**src/rtl/spike_rate_decoder.sv**
```systemverilog
// Spike-train to firing-rate decoder: counts spikes over a 2^WINDOW_LOG2 enabled-cycle window.
// Optional inter-spike-interval output is built when SPIKE_ISI_EN is defined.
module spike_rate_decoder #(
    parameter int WINDOW_LOG2 = 8,
    parameter int COUNT_W     = 8
) (
    input  logic               clk,
    input  logic               rst_n,
    input  logic               ena,
    input  logic               clear,
    input  logic               spike,
    output logic [COUNT_W-1:0] rate,
    output logic               rate_valid,
    output logic               rate_sat,
    output logic [COUNT_W-1:0] isi,
    output logic               isi_valid
);

    logic [WINDOW_LOG2-1:0] r_win_cnt;
    logic [COUNT_W-1:0]     r_spk_cnt;
    logic                   r_sat_acc;
    logic [COUNT_W-1:0]     r_rate;
    logic                   r_rate_valid;
    logic                   r_rate_sat;

    logic                   w_win_last;
    logic                   w_spk_max;
    logic [COUNT_W-1:0]     w_rate_next;
    logic                   w_sat_next;

    assign w_win_last  = &r_win_cnt;
    assign w_spk_max   = &r_spk_cnt;
    // A spike on the closing cycle still belongs to the closing window.
    assign w_rate_next = w_spk_max ? {COUNT_W{1'b1}} : (r_spk_cnt + COUNT_W'(spike));
    assign w_sat_next  = r_sat_acc | (spike & w_spk_max);

    always_ff @(posedge clk) begin
        if (!rst_n) begin
            r_win_cnt    <= '0;
            r_spk_cnt    <= '0;
            r_sat_acc    <= 1'b0;
            r_rate       <= '0;
            r_rate_valid <= 1'b0;
            r_rate_sat   <= 1'b0;
        end else if (clear) begin
            r_win_cnt    <= '0;
            r_spk_cnt    <= '0;
            r_sat_acc    <= 1'b0;
            r_rate_valid <= 1'b0;
        end else if (ena) begin
            r_win_cnt <= r_win_cnt + WINDOW_LOG2'(1);
            if (w_win_last) begin
                r_rate       <= w_rate_next;
                r_rate_sat   <= w_sat_next;
                r_rate_valid <= 1'b1;
                r_spk_cnt    <= '0;
                r_sat_acc    <= 1'b0;
            end else begin
                r_rate_valid <= 1'b0;
                if (spike) begin
                    if (w_spk_max) begin
                        r_sat_acc <= 1'b1;
                    end else begin
                        r_spk_cnt <= r_spk_cnt + COUNT_W'(1);
                    end
                end
            end
        end else begin
            r_rate_valid <= 1'b0;
        end
    end

    assign rate       = r_rate;
    assign rate_valid = r_rate_valid;
    assign rate_sat   = r_rate_sat;

`ifdef SPIKE_ISI_EN
    logic [COUNT_W-1:0] r_isi_cnt;
    logic [COUNT_W-1:0] r_isi;
    logic               r_isi_valid;
    logic               w_isi_max;

    assign w_isi_max = &r_isi_cnt;

    // The interval includes the spike cycle itself, hence the +1 on report.
    always_ff @(posedge clk) begin
        if (!rst_n) begin
            r_isi_cnt   <= '0;
            r_isi       <= '0;
            r_isi_valid <= 1'b0;
        end else if (clear) begin
            r_isi_cnt   <= '0;
            r_isi_valid <= 1'b0;
        end else if (ena) begin
            if (spike) begin
                r_isi       <= w_isi_max ? {COUNT_W{1'b1}} : (r_isi_cnt + COUNT_W'(1));
                r_isi_valid <= 1'b1;
                r_isi_cnt   <= '0;
            end else begin
                r_isi_valid <= 1'b0;
                if (!w_isi_max) begin
                    r_isi_cnt <= r_isi_cnt + COUNT_W'(1);
                end
            end
        end else begin
            r_isi_valid <= 1'b0;
        end
    end

    assign isi       = r_isi;
    assign isi_valid = r_isi_valid;
`else
    assign isi       = '0;
    assign isi_valid = 1'b0;
`endif

endmodule

```
**config.mk**
```make
export PLATFORM = sky130hd
export DESIGN_NAME = spike_rate_decoder
export DESIGN_NICKNAME = d
export VERILOG_FILES = /design/src/rtl/spike_rate_decoder.sv
export SDC_FILE = /design/constraint.sdc
export NUM_CORES = 1
export LEC_CHECK = 0
export CAP_MARGIN = 20
export CORE_UTILIZATION = 40
export CTS_CLUSTER_SIZE = 10
export DETAILED_ROUTE_END_ITERATION = 7
export PLACE_DENSITY = 0.65
export SKIP_CTS_REPAIR_TIMING = 1
export SLEW_MARGIN = 20
export SYNTH_ARGS = -nofsm -noshare
export SYNTH_HDL_FRONTEND = slang
export SYNTH_SLANG_ARGS = --single-unit
```
**constraint.sdc**
```tcl
create_clock -name clk -period 1.73 [get_ports clk]
set_input_delay 0.173 -clock clk [delete_from_list [all_inputs] [get_ports clk]]
set_output_delay 0.173 -clock clk [all_outputs]
set_load 0.02 [all_outputs]
```
# [After elaboration in Yosys (flattened, before gate mapping)]
# Index checks and enable logic that the tools add are counted.
[word_totals] regBits=27
[op_classes] addsub=3 bitwise_logic=5 reduce_logical=9 n_eq_ne=1 n_mux=8
[op_table] operator="8-bit 2-to-1 mux" n=4
[op_table] operator="8-bit by 1-bit adder with 8-bit output (second input constant)" n=2
[op_table] operator="8-bit AND reduction" n=2
[op_table] operator="10-bit AND reduction" n=1
[op_table] operator="8-bit by 1-bit adder with 8-bit output" n=1
[op_table] operator="3-bit AND reduction" n=2
[op_table] operator="1-bit 2-to-1 mux" n=4
[op_table] operator="2-bit nonzero test" n=2
[op_table] operator="1-bit NOT" n=3
[op_table] operator="3-bit OR reduction" n=1
[op_table] operator="2-bit != test (second input constant)" n=1
[op_table] operator="2-bit OR reduction" n=1
[op_table] operator="1-bit bitwise AND" n=1
[op_table] operator="1-bit OR" n=1

# [Logic depth before layout (Yosys ltp)]
# Gate-level depths: netlist of run 1.
[logic_depth] word_depth=4 ltp_mapped=6 mapped_depth_nobuf=6

# [Worst setup path before layout of run 1]
# OpenSTA, ideal clock, no wires.
[synth_timing] kind="register to register" startpoint="reg r_win_cnt[0]" endpoint="reg r_spk_cnt[4]" stages_incl_launch_ff=7 arrival_time_ns=1.500 setup_ns=0.117 n_path_buf=1 period_less_slack_ns=1.617 slack_ns=0.113 t_required_ns=1.613 path_cell_list="dfxtp_1 -> ha_1 -> nand4_4 -> or2_0 -> buf_2 -> a22o_1 -> a32o_1"
[synth_via] elab_chain_len=3 elab_cells_between_ends=5 classes_between="eq/ne (1); mux (1); reduce/logical (3)"
[synth_rtl] element="start, declared" line_no="19" source="logic [WINDOW_LOG2-1:0] r_win_cnt;"
[synth_rtl] element="start signal, assigned" line_no="51" source="r_win_cnt <= r_win_cnt + WINDOW_LOG2'(1);"
[synth_rtl] element="8-bit AND reduction (*)" line_no="31" source="assign w_win_last = &r_win_cnt;"
[synth_rtl] element="2-bit != test (no source line) or 2-bit nonzero test (tied branches)"
[synth_rtl] element="3-bit AND reduction (no source line)"
[synth_rtl] element="end signal, assigned" line_no="64" source="r_spk_cnt <= r_spk_cnt + COUNT_W'(1);"
[synth_rtl] element="end, declared" line_no="20" source="logic [COUNT_W-1:0] r_spk_cnt;"
# Mark *: on every way between the ends. The rest lies on a longest branch, timed or not.
# A chain may end at the register's enable or synchronous reset.

# [Final worst setup path of run 1]
# Same ends and word-level chain as after synthesis.

==> impl_metrics.yaml, run 1 <==
outcome:
  status: "completed"
synth:
  synth_edf_count: 0
  synthFlopType: "dfxtp_1"
  synth_seq_cells: 27
  yosysWarnings: 0
  synth_area_sq_um: 1440
  avgSynthCellArea_sq_um: 9.07
  yosysUniqueCellTypes: 46
  seq_area_frac_synth_pct: 37.5
  syn_inst: 159
  async_reset_ff_share_pct: 0
job:
  maxCapViolCount: 0
worst_setup_path:
  arrival_ps: 1860
  r2r_start: "r_win_cnt[0]"
  critPathMaxStageDelay_ps: 390
  ff2ff_path_depth: 5
  crit_type: "flop to flop"
  worstPathRequired_ps: 1960
  r2r-end: "r_spk_cnt[4]"
  crit_fanout: 4
  crit_path_start_kind: "flop"
  crit_chain: "ha_2 > nand4_4 > or2_0 > a22o_1 > a32o_1"
  rrSetupSlack_ps: 100
  slowest_stage: "dfxtp_1"
  endpoint_kind: "flop"
global_routing:
  grt_pass1_vias: 1177
  grt_use_met1_pct: 18.3
  use_met2_pct: 32.1
  grt_max_degree: 16
  grt-ovfl-total: 0
  antenna_found_initial: 0
  grtUsageTotal_pct: 16.7
  use_met3_pct: 4.35
  grt.busiest_layer: "met2"
  grt_pass1_wl_um: 4740
pwr:
  cellLeakagePower_uw: 0.000677
  ir_drop_mv: 0.383
  powerDensity_nw_per_um2: 572
cts:
  insertion_delay_ps: 320
  h-tree-depth: 1
  cts_tree: "built"
  cts.sinks: 27
  cts_buffers: 3
  path_clk_slew_ps: 140
  cts_root_buffer: "clkbuf_4"
  clk_path_buf_depth: 2
detailed_routing:
  vias: 1182
  detail_route.vias_per_cell: 5.16
  drtAntennaViolNets: 0
  dr.pass1.iters: 4
  first_iter_violations: 30
  detail_route.wl_per_cell_um: 11.8
  wl_um: 2700
  drc_errors: 0
placed_design:
  io_buffers: 14
  place_area_sq_um: 1680
  dp_hpwl_um: 2140
  gp_congestion: 0.819
die:
  design.core.area_sq_um: 3390
  die_w_um: 62.0
  io_pins: 24
  fp-row-count: 21
  die_y_um: 62.0
  die-area_sq_um: 3850
  initial_core_util_pct: 42.5
worst_hold_path:
  worst_hold_path_type: "flop to flop"
  worst_hold_startpoint: "rate[7]"
  min_delay_worst_endpoint: "rate[7]"
  hold_path_depth: 2
sta:
  slew_violations: 0
  setup_viol_count_final: 0
  period_minus_slack_ps: 1630
  finalCritPeriodShare_pct: 94.2
  hold_viol_final: 0
  rsz0062_at_grt: "no"
  hold_slack_ps: 477
  tns_ps: 0
  timing.fmax_mhz: 614
  skew_ps: 6.91
final_layout:
  final_nets: 194
  drive_gt1_share_pct: 16.9
  area_growth_pct: 18.3
  diodes: 0
  design_area_sq_um: 1710
## worst max-delay path, delay by kind of cell (launching register included)
family | cells | cell delay (ps)
AOI/OAI and AO/OA | 2 | 500
and+or+nand+nor | 2 | 410
DFF | 1 | 390
adders and majority gates | 1 | 230
## synth_stat cells (all sizes together) (3+ instances only)
| master | count | area, sq um |
|---|---|---|
| nand2 | 8 | 30.0 |
| xnor2 | 5 | 43.8 |
| clkbuf | 5 | 20.0 |
| nor2 | 11 | 41.3 |
| inv | 3 | 11.3 |
| o21ai | 7 | 35.0 |
| or2 | 4 | 25.0 |
| nand4 | 6 | 52.6 |
| xor2 | 6 | 52.6 |
| a21oi | 3 | 15.0 |
| nand3 | 8 | 52.6 |
| nor3 | 4 | 25.0 |
| ha | 5 | 62.6 |
| o22ai | 5 | 31.3 |
| a31oi | 4 | 25.0 |
| dfxtp | 27 | 541 |
| buf | 13 | 93.8 |
| a32o | 4 | 40.0 |
| o211a | 5 | 50.1 |
## final cells by class
| class | instances | area, sq um |
|---|---|---|
| Tap cell | 46 | 57.6 |
| Timing Repair Buffer | 30 | 260 |
| Multi-Input combinational cell | 119 | 808 |
| Clock inverter | 1 | 5.00 |
| Inverter | 3 | 11.3 |
| Clock buffer | 3 | 22.5 |
| Sequential cell | 27 | 541 |
| Fill cell | 333 | 1680 |
## placed cells by master (no fill, tap or decap), types with 6 or more instances in the layout
cell type and count:
buf_4 16, clkdlybuf4s50_1 14, conb_1 9, dfxtp_1 27
nand2_1 8, nand3_1 7, nor2_1 11, o21ai_0 6
xor2_1 6
## cell families after synthesis
logic type | after synthesis | synth area share (%)
simple gates | 57 | 23.5
fa+ha+maj | 5 | 4.34
flops | 27 | 37.5
buf+inv | 21 | 8.68
other cells | 1 | 0.260
compound gates | 35 | 17.6
xor+xnor | 11 | 6.68
mux | 2 | 1.39
## how the worst max path moves through the flow
stage	startpoint	endpoint	slack, ps	cells past startpoint
2_1_floorplan	r_win_cnt[0]	r_spk_cnt[4]	110	6
3_3_place_gp	ena	r_spk_cnt[4]	30	5
3_5_place_dp	ena	r_spk_cnt[4]	-20	5
4_1_cts	r_win_cnt[0]	r_spk_cnt[4]	70	5
5_1_grt	r_win_cnt[0]	r_spk_cnt[4]	10	5
6_report	r_win_cnt[0]	r_spk_cnt[4]	100	5
## per-layer routing
metal	routed length, um	up-vias
met4	21	0
met2	1400	16
met1	1220	552
met3	66	2
li1	-	612
met5	0	-
## power by group
part | switching [uW] | leakage, uW | internal, uW
sequential | 1.99 | 0.000218 | 625
combinational | 48.3 | 0.000441 | 30.0
clock | 184 | 0.0000177 | 86.7
## per-stage QoR
step           util [%]  cells  setup WS, ps  power [uW]
4_1_cts            50.2    229          67.7         992
3_5_place_dp       49.4    225         -19.6         718
6_report           50.3    229           101         976
3_3_place_gp       49.4    225          31.1         717
5_1_grt            50.3    229          10.3        1030
2_1_floorplan         -    167           113         700
## registers in the layout, summed over array words and instances, names as in the netlist
name and flops:
r_sat_acc 1, r_spk_cnt 8, r_win_cnt 8, rate 8, rate_sat 1, rate_valid 1
Power figures use the tool's default switching activity.
==> run 2, diff against run 1 <==
Settings changed: TNS_END_PERCENT set to 1.
==> results of run 2 <==
Final layout, timing and power as in run 1 (identical DEF).
==> run 3, diff against run 2 <==
Settings changed: CTS_CLUSTER_SIZE 10 to 25.
==> results of run 3 <==
Final layout, timing and power as in run 1 (identical DEF).
